[config.mk]
export PLATFORM = sky130hd
export DESIGN_NAME = sram_arb_nport
export DESIGN_NICKNAME = d
export VERILOG_FILES = /design/src/rtl/sram_arb_pkg.sv /design/src/rtl/sram_rr_pick.sv /design/src/rtl/sram_arb_nport.sv
export SDC_FILE = /design/constraint.sdc
export NUM_CORES = 1
export LEC_CHECK = 0
export ABC_AREA = 1
export CORE_MARGIN = 8
export CORE_UTILIZATION = 47
export DETAILED_ROUTE_END_ITERATION = 6
export HOLD_SLACK_MARGIN = 0.03
export PLACE_DENSITY = 0.82
export SYNTH_ARGS = -nofsm -noshare
export SYNTH_HDL_FRONTEND = slang
export SYNTH_SLANG_ARGS = --single-unit
[constraint.sdc]
create_clock -name clk -period 3.19 [get_ports clk]
set_input_delay 0.638 -clock clk [delete_from_list [all_inputs] [get_ports clk]]
set_output_delay 0.638 -clock clk [all_outputs]
set_load 0.01 [all_outputs]
[src/rtl/sram_arb_pkg.sv]
// rtl/sram_arb_pkg.sv - shared limits and round-robin helper for the SRAM arbiter
//
// Purpose : Common limits and the round-robin search used by sram_rr_pick.
// Contents: NREQ_MAX, RD_LAT_MAX, PTR_W localparams; rr_pick() function.
package sram_arb_pkg;

    localparam int NREQ_MAX   = 8;
    localparam int RD_LAT_MAX = 3;
    localparam int PTR_W      = $clog2(NREQ_MAX);

    // One-hot pick of the first set candidate among ports 1..nreq-1.
    // The search starts at ptr and wraps from nreq-1 back to 1.
    // Port 0 is never considered.
    function automatic logic [NREQ_MAX-1:0] rr_pick(
        input logic [NREQ_MAX-1:0] cand,
        input logic [PTR_W-1:0]    ptr,
        input int                  nreq
    );
        logic [NREQ_MAX-1:0] pick;
        logic                found;
        int                  idx;
        pick  = '0;
        found = 1'b0;
        for (int off = 0; off < NREQ_MAX - 1; off++) begin
            if (off < nreq - 1) begin
                idx = int'(ptr) + off;
                if (idx > nreq - 1) begin
                    idx = idx - (nreq - 1);
                end
                if (!found && cand[idx[PTR_W-1:0]]) begin
                    pick[idx[PTR_W-1:0]] = 1'b1;
                    found                = 1'b1;
                end
            end
        end
        return pick;
    endfunction

endpackage

[src/rtl/sram_rr_pick.sv]
// rtl/sram_rr_pick.sv - combinational round-robin search over ports 1..NREQ-1
//
// Purpose: Wraps rr_pick() for an NREQ-wide candidate vector.
// Ports  : cand in  [NREQ-1:0]   candidate per port (bit 0 ignored)
//          ptr  in  [PTR_W-1:0]  search start port (1..NREQ-1)
//          gnt  out [NREQ-1:0]   one-hot winner, all 0 when no candidate
module sram_rr_pick
    import sram_arb_pkg::*;
#(
    parameter int NREQ = 4
) (
    input  logic [NREQ-1:0]  cand,
    input  logic [PTR_W-1:0] ptr,
    output logic [NREQ-1:0]  gnt
);

    logic [NREQ_MAX-1:0] cand_ext;
    logic [NREQ_MAX-1:0] pick;

    assign cand_ext = NREQ_MAX'(cand);
    assign pick     = rr_pick(cand_ext, ptr, NREQ);
    assign gnt      = pick[NREQ-1:0];

    // Bits above NREQ-1 are always zero for a legal NREQ.
    generate
        if (NREQ < NREQ_MAX) begin : g_hi
            logic unused_hi;
            assign unused_hi = |pick[NREQ_MAX-1:NREQ];
        end
    endgenerate

endmodule

[src/rtl/sram_arb_nport.sv]
// rtl/sram_arb_nport.sv - N-port single-port SRAM arbiter with fixed-priority port 0
//
// Purpose: Port 0 always wins and is never stalled. Ports 1..NREQ-1 share the
//          leftover cycles round-robin, each with a one-entry pending buffer.
//          Read data is tagged with a one-hot valid RD_LAT cycles after grant.
// Ports  : clk, rst_n                 clock, async active-low reset
//          req_en/we/addr/wbe/wdata   packed per-port requests
//          req_rdy                    per-port accept
//          rdata, rdata_vld           shared read data, one-hot owner
//          sram_en/we/addr/wbe/wdata  SRAM macro command
//          sram_rdata                 SRAM read data
module sram_arb_nport
    import sram_arb_pkg::*;
#(
    parameter int DW     = 32,
    parameter int AW     = 9,
    parameter int BW     = DW / 8,
    parameter int NREQ   = 4,
    parameter int RD_LAT = 1
) (
    input  logic                 clk,
    input  logic                 rst_n,
    input  logic [NREQ-1:0]      req_en,
    input  logic [NREQ-1:0]      req_we,
    input  logic [NREQ*AW-1:0]   req_addr,
    input  logic [NREQ*BW-1:0]   req_wbe,
    input  logic [NREQ*DW-1:0]   req_wdata,
    output logic [NREQ-1:0]      req_rdy,
    output logic [DW-1:0]        rdata,
    output logic [NREQ-1:0]      rdata_vld,
    output logic                 sram_en,
    output logic                 sram_we,
    output logic [AW-1:0]        sram_addr,
    output logic [BW-1:0]        sram_wbe,
    output logic [DW-1:0]        sram_wdata,
    input  logic [DW-1:0]        sram_rdata
);

    typedef struct packed {
        logic [AW-1:0] addr;
        logic          we;
        logic [BW-1:0] wbe;
        logic [DW-1:0] wdata;
    } sram_req_t;

    logic [NREQ-1:0]  pend_vld;
    sram_req_t        pend_q   [NREQ];
    logic [PTR_W-1:0] rr_ptr;
    logic [PTR_W-1:0] rr_nxt;
    logic [NREQ-1:0]  tag_q    [RD_LAT];

    logic [NREQ-1:0]  live;
    logic [NREQ-1:0]  cand;
    logic [NREQ-1:0]  gnt_rr;
    logic [NREQ-1:0]  grant;
    logic [NREQ-1:0]  tag_in;
    sram_req_t        cand_req [NREQ];
    sram_req_t        sel;

    // Candidate view: a pending entry shadows the live inputs, which the
    // requester may keep driving while it is not ready.
    always_comb begin
        req_rdy    = ~pend_vld;
        req_rdy[0] = 1'b1;
        live       = req_en & req_rdy;
        cand       = pend_vld | live;
        cand[0]    = 1'b0;
        for (int i = 0; i < NREQ; i++) begin
            if (pend_vld[i]) begin
                cand_req[i] = pend_q[i];
            end else begin
                cand_req[i].addr  = req_addr[i*AW +: AW];
                cand_req[i].we    = req_we[i];
                cand_req[i].wbe   = req_wbe[i*BW +: BW];
                cand_req[i].wdata = req_wdata[i*DW +: DW];
            end
        end
    end

    sram_rr_pick #(
        .NREQ (NREQ)
    ) u_rr_pick (
        .cand (cand),
        .ptr  (rr_ptr),
        .gnt  (gnt_rr)
    );

    // Port 0 preempts the round-robin winner outright.
    always_comb begin
        grant = req_en[0] ? NREQ'(1) : gnt_rr;
        sel   = '0;
        for (int i = 0; i < NREQ; i++) begin
            if (grant[i]) begin
                sel = sram_req_t'(sel | cand_req[i]);
            end
        end
        rr_nxt = rr_ptr;
        for (int i = 1; i < NREQ; i++) begin
            if (grant[i]) begin
                rr_nxt = (i == NREQ - 1) ? PTR_W'(1) : PTR_W'(i + 1);
            end
        end
        tag_in = (|grant && !sel.we) ? grant : '0;
    end

    assign sram_en    = |grant;
    assign sram_we    = sel.we;
    assign sram_addr  = sel.addr;
    assign sram_wbe   = sel.wbe;
    assign sram_wdata = sel.wdata;

    always_ff @(posedge clk or negedge rst_n) begin
        if (!rst_n) begin
            pend_vld <= '0;
            rr_ptr   <= PTR_W'(1);
            for (int i = 0; i < NREQ; i++) begin
                pend_q[i] <= '0;
            end
            for (int j = 0; j < RD_LAT; j++) begin
                tag_q[j] <= '0;
            end
        end else begin
            // Capture and release are exclusive per port: capture needs
            // rdy=1, release needs pend_vld=1.
            for (int i = 1; i < NREQ; i++) begin
                if (live[i] && !grant[i]) begin
                    pend_vld[i] <= 1'b1;
                    pend_q[i]   <= cand_req[i];
                end else if (pend_vld[i] && grant[i]) begin
                    pend_vld[i] <= 1'b0;
                end
            end
            rr_ptr   <= rr_nxt;
            tag_q[0] <= tag_in;
            for (int j = 1; j < RD_LAT; j++) begin
                tag_q[j] <= tag_q[j-1];
            end
        end
    end

    assign rdata_vld = tag_q[RD_LAT-1];
    assign rdata     = sram_rdata;

endmodule

==> results.toml <==
[status]
status = "complete, but fails checks"
violations = "negative setup slack"

[setup_path]
startpoint = "rr_ptr[0]"
cp.depth = 18
path_class = "register to primary output"
critPathCapture = "sram_wbe[1]"
crit_arrival_ns = 2.91
endpoint_kind = "primary output"
start_kind = "register"
critical_path_peak_fanout = 6
cp_slowest_cell = "dfstp_2"
path_buf_inv = 7
cpLargestDelayFamily = "simple AND/OR/NAND/NOR gates"
r2r-start = "rr_ptr[0]"
worst_path_most_repeated_cell = "nand2_1"
rrSetupSlack_ns = 0.43
crit_path_max_incr_delay_ns = 0.55
crit_chain = "inv_4 -> ha_4 -> inv_4 -> nand2_1 -> nand2_1 -> nor2_1 -> nand2_1 -> nor2_2 -> buf_4 -> a21boi_2 -> nand2_2 -> nand2_4 -> inv_8 -> buf_12 -> buf_12 -> o211ai_1 -> nand3b_1 -> buf_2"
crit_required_ns = 2.55
worst-r2r-cell-count = 16
r2r_end = "pend_q[114]"

[placed_design]
dpl.hpwl_mm = 25.17
globalplace.congestion = 0.8730
portBuffers = 243
dpl.cell_count = 1722

[grt]
overflow = 0
track_usage_pct = 27.79
grt_pass1_wl_mm = 51.84
antenna_found_initial = 1
grt_max_degree = 89
grt_pass1_vias = 9447

[layout]
utilization_pct = 68.45
finalNonFillerCells = 1781
layout_commonest_cell = "nand2_1"
final_cell_mix = "408 x nand2_1, 193 x clkdlybuf4s50_1, 146 x dfrtp_1"
fin_nets = 1729
area_growth_pct = 42.73
fillerInstances = 1599
drive_gt1_share_pct = 23.38

[timing]
worstMarginPinSlew_ns = 0.7356
max_freq_mhz = 282.0
finalCriticalPeriod_ns = 3.546
maxSlewViolCount = 0
clock-skew-final_ns = 0.007701
holdWs_ns = 0.06529
report.final.setup_viol = 47
worst_slack_ns = -0.3564
fin_crit_sh_pct = 111.2
tns_ns = -11.90
hold_viol_final = 0
relSlewSlack_pct = 50.44
rsz0062_at_grt = "true"

[floorplanning]
start_util_pct = 47.96
coreArea_um2 = 19530
die_x_um = 157.2
die_h_um = 157.2
row_count = 51
ioPinCount = 309
die-area_um2 = 24700

[logic_synthesis]
syn_inst = 1251
synth_seq_area_share_pct = 39.29
syn-cell-area_um2 = 9365
syn-num-nets = 1479
ys.flop_type = "dfrtp_1"
synth_edf_count = 0
synth_cell_types = 28
ys_warn_count = 47
synth.ff_latch_count = 147
async_reset_ff_share_pct = 100.0
syn_avg_cell_area_um2 = 7.486

[power_and_ir_drop]
power_frac_comb_pct = 58.4
power_mw = 12.50
power.leakage_nw = 6.441
swShare_pct = 43.44
pwr-share-clk_pct = 16.3
p_switching_mw = 5.432
intPower_mw = 7.072
power_density_nw_per_um2 = 935.5
p_seq_share_pct = 25.3
peakVddDrop_mv = 0.5444

[drt]
drc = 0
drtPass1Iterations = 5
ant_nets = 0
wl_per_cell_um = 19.71
initialDrtViolationCount = 857
num_vias = 9417
vias_per_cell = 5.287
routed_wl_mm = 35.10

[clock_network]
clock-sinks = 147
numCtsBuffers = 17
cts-hold-fix-buffers = 0
clockBufferDepth = 2
cts-root-buf = "clkbuf_16"
path_clk_slew_ns = 0.06
clock_latency_ns = 0.43
cts_tree = "done"
htreeDepth = 4

[min_path]
hold_path_class = "primary input to asynchronous set/reset pin"

[job]
drv_cap = 0
## registers in the layout (all words and copies together) (netlist names)
register   count
rr_ptr         2
rdata_vld      4
pend_vld       3
pend_q       138
## routing by layer
layer | vias to the layer above | wire [um] | track usage, % | part of all wire (%)
li1 | 4452 | - | - | -
met1 | 4374 | 12790 | 30.19 | 36
met3 | 109 | 2969 | 8.007 | 8.5
met2 | 482 | 16760 | 45.42 | 48
met4 | 0 | 2587 | 21.21 | 7.4
met5 | - | 0 | 0 | 0
## worst reg2reg max path: stages, from the launching register on
cell     delay (ns)
dfstp_2        0.55
inv_4          0.05
ha_4           0.29
buf_6          0.11
o21ai_0        0.08
nand2_1        0.09
nand3_2        0.08
nor2_4         0.19
nand2_2        0.09
nand2_4        0.11
nand2_8        0.11
buf_8          0.18
buf_4          0.14
nand3_4        0.07
buf_12         0.29
nand2_1        0.18
o21ai_2        0.08
## cells by family (layout without fill, tap and decap cells)
| logic type | count (synthesis) | in the layout | share of synthesized area [%] |
|---|---|---|---|
| compound gates | 280 | 280 | 19.25 |
| fa+ha+maj | 6 | 6 | 0.8016 |
| buf+inv | 263 | 526 | 15.04 |
| flops | 147 | 147 | 39.29 |
| mux | 2 | 2 | 0.2138 |
| other cells | 1 | 3 | 0.04004 |
| simple gates | 552 | 552 | 25.36 |
## final cells by class
type / instances / area (um2) / area share (%)
timing repair buffer: 342 / 3491 / 26.12
tap: 265 / 331.6 / 2.481
antenna: 2 / 5.005 / 0.03744
multi-input combinational: 841 / 4674 / 34.97
clock inverter: 15 / 158.9 / 1.189
clock buffer: 17 / 425.4 / 3.183
inverter: 152 / 600.6 / 4.493
sequential: 147 / 3680 / 27.53
## cells in the mapped netlist (23+ instances only)
master / instances / share of area [%]
nand3b_1: 45 / 3.6
buf_4: 43 / 3.4
o21ai_0: 86 / 4.6
o21ai_1: 63 / 3.4
nand2_1: 444 / 18
buf_6: 23 / 2.8
o21ai_2: 63 / 5.9
dfrtp_1: 146 / 39
o211ai_1: 64 / 5.1
clkbuf_1: 32 / 1.3
nand2_2: 33 / 2.2
inv_1: 146 / 5.9
## stage by stage
stage          worst slack [ns]  instance area (um2)
3_3_place_gp            -0.8909                12060
3_5_place_dp            -0.9007                12060
5_1_grt                 -0.4321                13360
2_1_floorplan            0.3071                 9365
4_1_cts                 -0.3043                13000
6_report                -0.3564                13370
## worst min path at each step
stage / cells after the start / slack, ns / from / endpoint
floorplan: 0 / 0.34 / rst_n / pend_q[0]
global placement: 2 / 0.46 / pend_q[107] / pend_q[107]
detailed placement: 2 / 0.46 / pend_q[92] / pend_q[92]
CTS: 1 / 0.06 / rst_n / pend_q[75]
global route: 1 / 0.08 / rst_n / pend_q[75]
finish: 1 / 0.07 / rst_n / pend_q[75]
## power by group through the flow
stage / registers, mW / logic (mW) / clock network (mW)
6_report: 3.17 / 7.30 / 2.03
5_1_grt: 3.24 / 7.86 / 2.13
4_1_cts: 3.14 / 6.70 / 2.04
3_5_place_dp: 3.16 / 6.22 / 0
3_3_place_gp: 3.11 / 6.13 / 0
2_1_floorplan: 3.07 / 3.60 / 0
## repair_timing
item	4_1_cts	5_1_grt
setup buffers	13	5
setup endpoints to repair	47	47
gates resized for setup	263	111
cloned	5	3
pin swaps	19	23
Note: power is estimated with default switching activity, not from simulation.
